**src/rtl/wb_master_pkg.sv**
```systemverilog
// Shared types for the Wishbone classic single-transfer master.
package wb_master_pkg;

    typedef enum logic [1:0] {
        IDLE = 2'd0,
        BUS  = 2'd1,
        RESP = 2'd2
    } state_t;

    localparam int TXN_CNT_W = 16;

endpackage

```
**src/rtl/wb_master_seq.sv**
```systemverilog
// Wishbone B4 classic single-transfer master: one command in, one bus cycle, one response out.
// Optional bus timeout abort is enabled by defining WB_MASTER_TIMEOUT_EN.
module wb_master_seq
    import wb_master_pkg::*;
#(
    parameter int AW             = 32,
    parameter int DW             = 32,
    parameter int TIMEOUT_CYCLES = 256
) (
    input  logic                 wb_clk_i,
    input  logic                 wb_rst_ni,
    input  logic                 cmd_valid_i,
    output logic                 cmd_ready_o,
    input  logic                 cmd_we_i,
    input  logic [DW/8-1:0]      cmd_sel_i,
    input  logic [AW-1:0]        cmd_adr_i,
    input  logic [DW-1:0]        cmd_dat_i,
    output logic                 rsp_valid_o,
    input  logic                 rsp_ready_i,
    output logic [DW-1:0]        rsp_dat_o,
    output logic                 rsp_err_o,
    output logic                 wbm_cyc_o,
    output logic                 wbm_stb_o,
    output logic                 wbm_we_o,
    output logic [DW/8-1:0]      wbm_sel_o,
    output logic [AW-1:0]        wbm_adr_o,
    output logic [DW-1:0]        wbm_dat_o,
    input  logic                 wbm_ack_i,
    input  logic [DW-1:0]        wbm_dat_i,
    output logic                 busy_o,
    output logic [TXN_CNT_W-1:0] txn_cnt_o
);

    state_t                 r_state;
    state_t                 w_state_next;
    logic                   r_cyc;
    logic                   r_we;
    logic [DW/8-1:0]        r_sel;
    logic [AW-1:0]          r_adr;
    logic [DW-1:0]          r_wdat;
    logic                   r_rsp_valid;
    logic [DW-1:0]          r_rsp_dat;
    logic                   r_rsp_err;
    logic [TXN_CNT_W-1:0]   r_txn_cnt;
    logic                   w_tmo_hit;

`ifdef WB_MASTER_TIMEOUT_EN
    localparam int TW = (TIMEOUT_CYCLES > 2) ? $clog2(TIMEOUT_CYCLES) : 1;
    logic [TW-1:0] r_tmo_cnt;

    // Counts ackless BUS cycles; held at zero outside BUS so every transfer starts fresh.
    always_ff @(posedge wb_clk_i or negedge wb_rst_ni) begin
        if (!wb_rst_ni) begin
            r_tmo_cnt <= '0;
        end else if (r_state != BUS) begin
            r_tmo_cnt <= '0;
        end else if (!wbm_ack_i) begin
            r_tmo_cnt <= r_tmo_cnt + 1'b1;
        end
    end

    assign w_tmo_hit = (r_state == BUS) && (r_tmo_cnt == TW'(TIMEOUT_CYCLES - 1));
`else
    assign w_tmo_hit = 1'b0;
`endif

    always_ff @(posedge wb_clk_i or negedge wb_rst_ni) begin
        if (!wb_rst_ni) begin
            r_state <= IDLE;
        end else begin
            r_state <= w_state_next;
        end
    end

    always_comb begin
        w_state_next = r_state;
        case (r_state)
            IDLE:    if (cmd_valid_i) w_state_next = BUS;
            BUS:     if (wbm_ack_i || w_tmo_hit) w_state_next = RESP;
            RESP:    if (rsp_ready_i) w_state_next = IDLE;
            default: w_state_next = IDLE;
        endcase
    end

    // Ack is tested before the timeout so an ack on the final allowed cycle completes normally.
    always_ff @(posedge wb_clk_i or negedge wb_rst_ni) begin
        if (!wb_rst_ni) begin
            r_cyc       <= 1'b0;
            r_we        <= 1'b0;
            r_sel       <= '0;
            r_adr       <= '0;
            r_wdat      <= '0;
            r_rsp_valid <= 1'b0;
            r_rsp_dat   <= '0;
            r_rsp_err   <= 1'b0;
            r_txn_cnt   <= '0;
        end else begin
            case (r_state)
                IDLE: begin
                    if (cmd_valid_i) begin
                        r_cyc  <= 1'b1;
                        r_we   <= cmd_we_i;
                        r_sel  <= cmd_sel_i;
                        r_adr  <= cmd_adr_i;
                        r_wdat <= cmd_dat_i;
                    end
                end
                BUS: begin
                    if (wbm_ack_i) begin
                        r_cyc       <= 1'b0;
                        r_rsp_valid <= 1'b1;
                        r_rsp_err   <= 1'b0;
                        r_rsp_dat   <= r_we ? '0 : wbm_dat_i;
                        r_txn_cnt   <= r_txn_cnt + 1'b1;
                    end else if (w_tmo_hit) begin
                        r_cyc       <= 1'b0;
                        r_rsp_valid <= 1'b1;
                        r_rsp_err   <= 1'b1;
                        r_rsp_dat   <= '0;
                    end
                end
                RESP: begin
                    if (rsp_ready_i) begin
                        r_rsp_valid <= 1'b0;
                    end
                end
                default: begin
                    r_cyc <= 1'b0;
                end
            endcase
        end
    end

    assign cmd_ready_o = (r_state == IDLE);
    assign busy_o      = (r_state != IDLE);
    assign rsp_valid_o = r_rsp_valid;
    assign rsp_dat_o   = r_rsp_dat;
    assign rsp_err_o   = r_rsp_err;
    assign wbm_cyc_o   = r_cyc;
    assign wbm_stb_o   = r_cyc;
    assign wbm_we_o    = r_we;
    assign wbm_sel_o   = r_sel;
    assign wbm_adr_o   = r_adr;
    assign wbm_dat_o   = r_wdat;
    assign txn_cnt_o   = r_txn_cnt;

endmodule

```
**config.mk**
```make
export PLATFORM = sky130hd
export DESIGN_NAME = wb_master_seq
export DESIGN_NICKNAME = d
export VERILOG_FILES = /design/src/rtl/wb_master_pkg.sv /design/src/rtl/wb_master_seq.sv
export SDC_FILE = /design/constraint.sdc
export NUM_CORES = 1
export LEC_CHECK = 0
export CORE_UTILIZATION = 28
export DETAILED_ROUTE_END_ITERATION = 8
export SLEW_MARGIN = 25
export SYNTH_ARGS = -nofsm -noshare
export SYNTH_HDL_FRONTEND = slang
export SYNTH_SLANG_ARGS = --single-unit
```
**constraint.sdc**
```tcl
create_clock -name wb_clk_i -period 2.1 [get_ports wb_clk_i]
set_input_delay 0.42 -clock wb_clk_i [delete_from_list [all_inputs] [get_ports wb_clk_i]]
set_output_delay 0.42 -clock wb_clk_i [all_outputs]
set_load 0.01 [all_outputs]
```
### Word-level counts from Yosys, hierarchy flattened

Cells that the tools add are included.

* output and inout port bits: 123
* word-level logic and storage cells: 35
* register bits: 121
* bits of input ports: 106

* add/subtract/negate cells: 1
* mux-type cells: 11
* reduce and logical (&&, ||, !) cells: 8
* eq/ne operators: 5
* bitwise logic cells: 1

Operator list (count)
* $mux 32: 1
* $add 16x1->16 const B: 1
* $reduce_and 3->1: 3
* $mux 2: 3
* $ne 2x2->1 const B: 3
* $pmux 2 s3: 1
* $mux 1: 4
* $reduce_and 2->1: 2
* $reduce_bool 2->1: 2
* $pmux 1 s3: 1
* $eq 2x1->1 const B: 1
* $eq 2x2->1 const B: 1
* $logic_not 2->1: 1
* $pmux 1 s2: 1
* $not 1->1: 1

### Depth between registers and ports, before layout

Gate-level depths: netlist of the first run.

* word-level depth: 3
* depth in mapped cells: 7

### Worst setup path after synthesis of the first run

Ideal clock, no wire load.

* kind: reg-to-reg
* from: reg r_state[1]
* to: reg r_adr[10] (netlist: wbm_adr_o[10])
* arrival: 1.553 ns
* data required time: 1.975 ns
* stages on the path, launching flop included: 8
* library setup time: 0.125 ns
* slack: 0.422 ns
* cell sequence: dfrtp_1 > or2_4 > inv_2 > and2_4 > buf_6 > buf_6 > buf_12 > mux2_4

* cells in the longest elaborated chain, start to end: 2

Ends and longest elaborated chain
* start, declared: line wb_master_seq.sv:34 `state_t r_state;`
* start signal, assigned: line wb_master_seq.sv:71 `r_state <= w_state_next;`
* $logic_not 2->1
* via cmd_ready_o: line wb_master_seq.sv:13 `output logic cmd_ready_o,`
* $reduce_and 2->1 (no source line)
* end signal, assigned: line wb_master_seq.sv:104 `r_adr <= cmd_adr_i;`
* end, declared: line wb_master_seq.sv:39 `logic [AW-1:0] r_adr;`

The timed path passes the listed nets, and every way through them passes these cells.
A chain may end at the register's enable or synchronous reset.

### Worst setup path in the final report of the first run

* from: reg r_state[1]
* to: out busy_o

* cells in the longest elaborated chain, start to end: 1

Ends and longest elaborated chain
* $reduce_bool 2->1: line wb_master_seq.sv:135 `assign busy_o = (r_state != IDLE);`
* end, declared: line wb_master_seq.sv:30 `output logic busy_o,`

Every way passes these cells.

==> flow_metrics.env, run 1 <==
export IMPL_maxSlewViolCount=0
export IMPL_p_leak_nw=3.40
export IMPL_cpLargestDelayFamily="buffers and inverters"
export IMPL_cts_sinks=121
export IMPL_stdcell_count=840
export IMPL_critPathMaxFanout=7
export IMPL_p_int_mw=8.29
export IMPL_crit_slowest_cell="clkdlybuf4s50_1"
export IMPL_sw_frac_of_total_pct=29.1
export IMPL_grt_util_all_layers_pct=14.4
export IMPL_overflow=0
export IMPL_pin_count=229
export IMPL_synth_top_cells_by_area="dfrtp_1, mux2_2, nand2b_1, o21ai_0, nand2_1"
export IMPL_hpwl_mm=8.94
export IMPL_criticalPathCategory="reg2out"
export IMPL_slowest_delay_ns=0.48
export IMPL_min_path_type="in2async"
export IMPL_antennaDiodeCount=0
export IMPL_ys_seq_elements=121
export IMPL_drc=0
export IMPL_die_area_um2=17900
export IMPL_tns_ns=0
export IMPL_htreeDepth=4
export IMPL_synthFlopType="dfrtp_1"
export IMPL_globalplace_congestion=0.733
export IMPL_period_minus_slack_ns=2.01
export IMPL_final_layout_size_suffix_gt1_share_pct=19.0
export IMPL_rsz0062_at_grt="false"
export IMPL_synth_edf_count=0
export IMPL_synth_nets=478
export IMPL_fin_skew_ns=0.00782
export IMPL_crit_path_start_kind="flop"
export IMPL_numPlacedInstances=808
export IMPL_powerDensity_nw_per_um2=1450
export IMPL_power_mw=11.7
export IMPL_area_growth_pct=65.6
export IMPL_async_flop_share_pct=100
export IMPL_setup_viol=0
export IMPL_critPathBufInv=1
export IMPL_yosysSeqAreaShare_pct=62.3
export IMPL_status="completed"
export IMPL_end_kind="primary output"
export IMPL_post_cts_buffers=0
export IMPL_synth_area_um2=4860
export IMPL_fmax_mhz=497
export IMPL_critPathRequiredTime_ns=1.68
export IMPL_nets=714
export IMPL_clockBufferDepth=2
export IMPL_crit_arrival_ns=1.59
export IMPL_period_share_pct=95.9
export IMPL_grt_pass1_wl_mm=19.8
export IMPL_synth_area_per_cell_um2=13.1
export IMPL_p_sw_mw=3.41
export IMPL_synth_cell_type_count=34
export IMPL_first_iter_violations=89
export IMPL_grt_pass1_vias=3788
export IMPL_wire_per_inst_um=14.7
export IMPL_crit_chain="or2_4 -> clkdlybuf4s50_1"
export IMPL_num_rows=47
export IMPL_ant_nets=0
export IMPL_clk_pin_slew_ns=0.06
export IMPL_antenna_found_initial=0
export IMPL_hold_viol=0
export IMPL_synth_common_cells="dfrtp_1, mux2_2, nand2_1"
export IMPL_pwr_share_comb_pct=41.0
export IMPL_numCtsBuffers=17
export IMPL_yosysMostFrequentCell="dfrtp_1"
export IMPL_p_clk_share_pct=25.9
export IMPL_maxCapViolCount=0
export IMPL_clock_latency_ns=0.40
export IMPL_peakVddDrop_mv=0.677
export IMPL_port_buffers=227
export IMPL_yosysTopAreaCell="dfrtp_1"
export IMPL_clockRootBuffer="clkbuf_16"
export IMPL_vias=3575
export IMPL_seqPwrFrac_pct=33.1
export IMPL_synth_warning_count=0
export IMPL_drt_total_wl_mm=12.3
export IMPL_die_h_um=134
export IMPL_floorplan_initialDensity_pct=29.0
export IMPL_grt_max_degree=65
export IMPL_cts_tree="built"
export IMPL_synth_top_area_share_pct=62.3
export IMPL_via_per_inst=4.26
export IMPL_dr_pass1_iters=4
export IMPL_die_x_um=134
export IMPL_fp_coreArea_um2=16800
export IMPL_syn_inst=371
repair_timing:
action / CTS / global route
hold buffers: 0 / 0
resized for setup: 2 / 0
endpoints found under the setup margin: 1 / 0
cell usage in the layout, fill, tap and decap left out, types with 4 or more instances in the layout:
cell type,Yosys,final
nand2_1,42,42
buf_4,7,6
clkbuf_16,0,17
xor2_1,7,7
xnor2_1,8,8
nor3_1,6,6
nand2b_1,33,33
mux2_2,59,59
clkdlybuf4s50_1,0,225
buf_12,1,6
dfrtp_1,121,120
mux2_4,10,10
o21ai_0,34,34
inv_1,5,5
clkbuf_8,0,4
worst paths after layout:
kind	startpoint	endpoint	slack [ns]	depth (start not counted)
setup / recovery	r_state[1]	busy_o	0.09	2
hold / removal	wb_rst_ni	wbm_adr_o[0]	0.02	2
setup reg to reg	r_state[1]	wbm_dat_o[8]	0.35	5
hold reg to reg	txn_cnt_o[15]	txn_cnt_o[15]	0.47	1
max in group asynchronous	wb_rst_ni	rsp_dat_o[16]	1.76	2
min in group wb_clk_i	txn_cnt_o[15]	txn_cnt_o[15]	0.47	1
state kept, by name (all words and copies together) (netlist names):
register,count
rsp_valid_o,1
rsp_dat_o,32
txn_cnt_o,16
wbm_sel_o,4
wbm_cyc_o,1
r_state,2
wbm_dat_o,32
wbm_adr_o,32
wbm_we_o,1
kinds of logic (layout without fill, tap and decap cells):
kind of cell / Yosys count / in the layout / share of synthesized area (%)
buffers and inverters: 27 / 276 / 3.32
AOI/OAI and AO/OA: 39 / 39 / 4.14
adders and majority gates: 1 / 1 / 0.257
other: 1 / 1 / 0.0771
and+or+nand+nor: 98 / 98 / 10.5
muxes: 69 / 69 / 16.7
DFF: 121 / 121 / 62.3
xor gates and xnor gates: 15 / 15 / 2.70
metrics by stage:
stage               hold slack, ns  util [%]  cell area, µm²  worst slack, ns
global placement             0.452      44.3            7430            0.156
global route                0.0197      48.0            8050           0.0223
detailed placement           0.456      44.3            7430            0.129
finish                      0.0179      48.0            8050           0.0869
floorplan                    0.124         -            4860            0.422
CTS                         0.0199      48.0            8050           0.0604
per-layer routing:
metal	share of wire (%)	up-vias	GRT usage, %
li1	-	1718	-
met1	43	1705	17.1
met2	49	141	24.3
met3	7.0	11	4.38
met4	1.0	0	5.87
met5	0	-	0
power by group through the flow:
stage | logic [mW] | registers (mW) | clock network [mW]
2_1_floorplan | 1.77 | 4.32 | 0
3_3_place_gp | 4.80 | 3.86 | 0
3_5_place_dp | 4.88 | 3.91 | 0
4_1_cts | 4.89 | 3.88 | 3.13
5_1_grt | 5.17 | 4.02 | 3.25
6_report | 4.80 | 3.87 | 3.03
layout make-up:
cell class,count,area [µm²]
Fill cell,1507,8710
Sequential cell,121,3030
Timing Repair Buffer,238,2430
Multi-Input combinational cell,223,1670
Clock buffer,22,484
Tap cell,220,275
Clock inverter,10,140
Inverter,6,22.5
(Power assumes the default switching activity.)
==> run 2: changes to the inputs <==
--- a/config.mk
+++ b/config.mk
@@ -6,7 +6,9 @@
 export NUM_CORES = 1
 export LEC_CHECK = 0
 export CORE_UTILIZATION = 28
+export CTS_BUF_LIST = sky130_fd_sc_hd__clkbuf_16
 export DETAILED_ROUTE_END_ITERATION = 8
+export MAX_ROUTING_LAYER = met4
 export SLEW_MARGIN = 25
 export SYNTH_ARGS = -nofsm -noshare
 export SYNTH_HDL_FRONTEND = slang
==> flow_metrics.env, run 2 (same netlist as run 1, synthesis figures left out) <==
export IMPL_end_kind="primary output"
export IMPL_period_minus_slack_ns=2.01
export IMPL_min_path_type="in2async"
export IMPL_seqPwrFrac_pct=33.5
export IMPL_globalplace_congestion=0.742
export IMPL_crit_arrival_ns=1.59
export IMPL_drc=0
export IMPL_area_growth_pct=64.7
export IMPL_via_per_inst=4.26
export IMPL_drt_total_wl_mm=12.3
export IMPL_clk_pin_slew_ns=0.06
export IMPL_p_clk_share_pct=24.9
export IMPL_hpwl_mm=8.94
export IMPL_maxCapViolCount=0
export IMPL_first_iter_violations=95
export IMPL_antenna_found_initial=0
export IMPL_grt_util_all_layers_pct=14.9
export IMPL_clockRootBuffer="clkbuf_16"
export IMPL_clock_latency_ns=0.41
export IMPL_die_h_um=134
export IMPL_maxSlewViolCount=0
export IMPL_htreeDepth=4
export IMPL_setup_viol=0
export IMPL_reg2reg_depth=5
export IMPL_fin_skew_ns=0.00732
export IMPL_fmax_mhz=497
export IMPL_crit_path_start_kind="flop"
export IMPL_die_x_um=134
export IMPL_critPathMaxFanout=7
export IMPL_dr_pass1_iters=4
export IMPL_cts_sinks=121
export IMPL_p_sw_mw=3.41
export IMPL_critPathRequiredTime_ns=1.68
export IMPL_reg2reg_to="wbm_dat_o[8]"
export IMPL_nets=714
export IMPL_grt_max_degree=65
export IMPL_power_mw=11.5
export IMPL_port_buffers=227
export IMPL_hold_viol=0
export IMPL_mostFrequentLayoutCell="clkdlybuf4s50_1"
export IMPL_rsz0062_at_grt="false"
export IMPL_peakVddDrop_mv=0.677
export IMPL_vias=3580
export IMPL_antennaDiodeCount=0
export IMPL_floorplan_initialDensity_pct=29.0
export IMPL_grt_pass1_vias=3799
export IMPL_multiInputGateArea_um2=1670
export IMPL_sw_frac_of_total_pct=29.5
export IMPL_p_leak_nw=3.38
export IMPL_period_share_pct=95.9
export IMPL_numCtsBuffers=17
export IMPL_startpoint="r_state[1]"
export IMPL_cts_tree="built"
export IMPL_r2r_start="r_state[1]"
export IMPL_tns_ns=0
export IMPL_final_layout_size_suffix_gt1_share_pct=18.4
export IMPL_criticalPathCategory="reg2out"
export IMPL_pin_count=229
export IMPL_grt_pass1_wl_mm=19.8
export IMPL_overflow=0
export IMPL_pwr_share_comb_pct=41.6
export IMPL_postCtsHoldBufs=0
export IMPL_die_area_um2=17900
export IMPL_nFillCells=1512
export IMPL_clockBufferDepth=2
export IMPL_wire_per_inst_um=14.6
export IMPL_status="completed"
export IMPL_final_cell_mix="clkdlybuf4s50_1, dfrtp_1, mux2_2"
export IMPL_num_rows=47
export IMPL_reg2reg_setup_slack_ns=0.35
export IMPL_fp_coreArea_um2=16800
export IMPL_p_int_mw=8.14
export IMPL_powerDensity_nw_per_um2=1440
export IMPL_ant_nets=0
export IMPL_seq_area_um2=3030
[run 2: changes by cell type in the layout (fill, tap and decap cells not counted), sizes merged]
| cell | delta |
|---|---|
| clkbuf | -5 |
| clkinv | +4 |
| inv | +1 |
[run 2: timing repair]
item,in CTS,in global routing
endpoints found under the hold margin,0,0
buffers inserted,0,0
gates resized for setup,2,0
endpoints found under the setup margin,1,0
[run 2: power by group through the flow]
stage	registers, mW	clock network, mW	logic, mW
2_1_floorplan	4.32	0	1.77
3_3_place_gp	3.86	0	4.80
3_5_place_dp	3.91	0	4.88
4_1_cts	3.88	2.97	4.89
5_1_grt	4.02	3.10	5.17
6_report	3.87	2.88	4.80
[run 2: per-stage QoR]
stage	instances	hold slack, ns	util, %	worst slack, ns	area [µm²]
2_1_floorplan	371	0.124	-	0.422	4860
3_3_place_gp	808	0.452	44.3	0.156	7430
3_5_place_dp	808	0.456	44.3	0.129	7430
4_1_cts	840	0.0202	47.8	0.0598	8010
5_1_grt	840	0.0183	47.8	0.0225	8010
6_report	840	0.00967	47.8	0.0863	8010
[run 2: final cells by class]
| cell class | count | share of cell area, % |
|---|---|---|
| Clock inverter | 15 | 1.98 |
| Timing Repair Buffer | 238 | 30.3 |
| Sequential cell | 121 | 37.8 |
| Tap cell | 220 | 3.44 |
| Inverter | 6 | 0.281 |
| Multi-Input combinational cell | 223 | 20.9 |
| Clock buffer | 17 | 5.31 |
[run 2: layer usage]
layer,vias to the layer above,global-route usage [%],part of all wire [%]
met2,140,24.3,49
met3,12,3.59,5.8
met1,1709,17.5,44
met4,0,6.06,1.3
met5,-,-,0
li1,1719,-,-
[run 2: critical path, stage by stage (launching register included)]
cell and delay [ns]:
dfrtp_2 0.44, or2_4 0.27, clkdlybuf4s50_1 0.48
[run 2: worst max-delay path by stage]
stage | to | slack (ns) | cells after the start
2_1_floorplan | wbm_adr_o[10] | 0.42 | 7
3_3_place_gp | txn_cnt_o[15] | 0.16 | 5
3_5_place_dp | txn_cnt_o[15] | 0.13 | 5
4_1_cts | busy_o | 0.06 | 2
5_1_grt | busy_o | 0.02 | 2
6_report | busy_o | 0.09 | 2
==> run 3: changes to the inputs <==
--- a/config.mk
+++ b/config.mk
@@ -6,7 +6,6 @@
 export NUM_CORES = 1
 export LEC_CHECK = 0
 export CORE_UTILIZATION = 28
-export CTS_BUF_LIST = sky130_fd_sc_hd__clkbuf_16
 export DETAILED_ROUTE_END_ITERATION = 8
 export MAX_ROUTING_LAYER = met4
 export SLEW_MARGIN = 25
==> flow_metrics.env, run 3 (same netlist as run 1, synthesis figures left out) <==
export IMPL_port_buffers=227
export IMPL_p_leak_nw=3.40
export IMPL_cts_tree="built"
export IMPL_area_growth_pct=65.6
export IMPL_grt_util_all_layers_pct=14.9
export IMPL_globalplace_congestion=0.742
export IMPL_overflow=0
export IMPL_slowest_delay_ns=0.48
export IMPL_sw_frac_of_total_pct=29.2
export IMPL_maxCapViolCount=0
export IMPL_multiInputGateArea_um2=1670
export IMPL_tns_ns=0
export IMPL_power_mw=11.7
export IMPL_fin_area_um2=8050
export IMPL_grt_max_degree=65
export IMPL_nets=714
export IMPL_rsz0062_at_grt="false"
export IMPL_pwr_share_comb_pct=41.0
export IMPL_via_per_inst=4.27
export IMPL_num_rows=47
export IMPL_powerDensity_nw_per_um2=1450
export IMPL_crit_arrival_ns=1.59
export IMPL_grt_pass1_wl_mm=19.8
export IMPL_criticalPathCategory="reg2out"
export IMPL_final_cell_mix="clkdlybuf4s50_1, dfrtp_1, mux2_2"
export IMPL_mostFrequentLayoutCell="clkdlybuf4s50_1"
export IMPL_clockRootBuffer="clkbuf_16"
export IMPL_antennaDiodeCount=0
export IMPL_ant_nets=0
export IMPL_whs_ns=0.00895
export IMPL_setup_viol=0
export IMPL_reg2reg_setup_slack_ns=0.35
export IMPL_critPathMaxFanout=7
export IMPL_crit_chain="or2_4 -> clkdlybuf4s50_1"
export IMPL_dr_pass1_iters=4
export IMPL_numPlacedInstances=808
export IMPL_clock_latency_ns=0.41
export IMPL_antenna_found_initial=0
export IMPL_period_share_pct=95.9
export IMPL_critPathRequiredTime_ns=1.68
export IMPL_end_kind="primary output"
export IMPL_crit_slowest_cell="clkdlybuf4s50_1"
export IMPL_clk_pin_slew_ns=0.06
export IMPL_cts_sinks=121
export IMPL_seq_area_um2=3030
export IMPL_fin_skew_ns=0.00794
export IMPL_p_sw_mw=3.42
export IMPL_die_h_um=134
export IMPL_status="completed"
export IMPL_p_int_mw=8.29
export IMPL_hpwl_mm=8.94
export IMPL_htreeDepth=4
export IMPL_pin_count=229
export IMPL_die_x_um=134
export IMPL_drc=0
export IMPL_min_path_type="in2async"
export IMPL_reg2reg_depth=5
export IMPL_hold_viol=0
export IMPL_place_area_um2=7430
export IMPL_vias=3585
export IMPL_maxSlewViolCount=0
export IMPL_fp_coreArea_um2=16800
export IMPL_numCtsBuffers=17
export IMPL_die_area_um2=17900
export IMPL_stdcell_count=840
export IMPL_clockBufferDepth=2
export IMPL_floorplan_initialDensity_pct=29.0
export IMPL_grt_pass1_vias=3795
export IMPL_wire_per_inst_um=14.7
export IMPL_fmax_mhz=496
export IMPL_peakVddDrop_mv=0.677
export IMPL_p_clk_share_pct=26.0
export IMPL_drt_total_wl_mm=12.3
export IMPL_seqPwrFrac_pct=33.0
export IMPL_period_minus_slack_ns=2.01
export IMPL_final_layout_size_suffix_gt1_share_pct=19.0
export IMPL_crit_path_start_kind="flop"
export IMPL_first_iter_violations=94
export IMPL_nFillCells=1507
run 3: area by class of cell:
class / instances / area share (%)
Inverter: 6 / 0.280
Clock buffer: 22 / 6.01
Clock inverter: 10 / 1.74
Tap cell: 220 / 3.42
Multi-Input combinational cell: 223 / 20.8
Timing Repair Buffer: 238 / 30.1
Sequential cell: 121 / 37.6
run 3: path summary, 6_finish.rpt:
path / from / endpoint
worst max-delay path: r_state[1] / busy_o
worst min register to register: txn_cnt_o[15] / txn_cnt_o[15]
worst min-delay path: wb_rst_ni / wbm_adr_o[0]
worst max register to register: r_state[1] / wbm_dat_o[8]
max in group asynchronous: wb_rst_ni / rsp_dat_o[16]
min in group wb_clk_i: txn_cnt_o[15] / txn_cnt_o[15]
run 3: per-layer routing:
layer	share of wire [%]	vias up	wire length, µm	track usage (%)
li1	-	1719	-	-
met4	1.2	0	146	5.87
met5	0	-	0	-
met2	49	143	6000	24.3
met3	5.9	10	725	3.82
met1	44	1713	5450	17.5
run 3: stage by stage:
step,setup slack (ns),util (%)
2_1_floorplan,0.422,-
4_1_cts,0.0604,48.0
3_3_place_gp,0.156,44.3
5_1_grt,0.0208,48.0
6_report,0.0855,48.0
3_5_place_dp,0.129,44.3
run 3: critical path: cells and delay by family (launching register included):
family	cells	cell delay (ns)
buffers and inverters	1	0.48
DFF	1	0.44
and+or+nand+nor	1	0.27
run 3: power by group through the flow:
stage	combinational, mW	clock, mW	sequential, mW
final	4.80	3.04	3.87
after global routing	5.17	3.26	4.02
after CTS	4.89	3.13	3.88
after detailed placement	4.88	0	3.91
after global placement	4.80	0	3.86
after floorplan	1.77	0	4.32
run 3: timing repair:
action,CTS,global route
buffers inserted,0,0
setup endpoints to repair,1,0
hold buffers,0,0
resized for setup,2,0
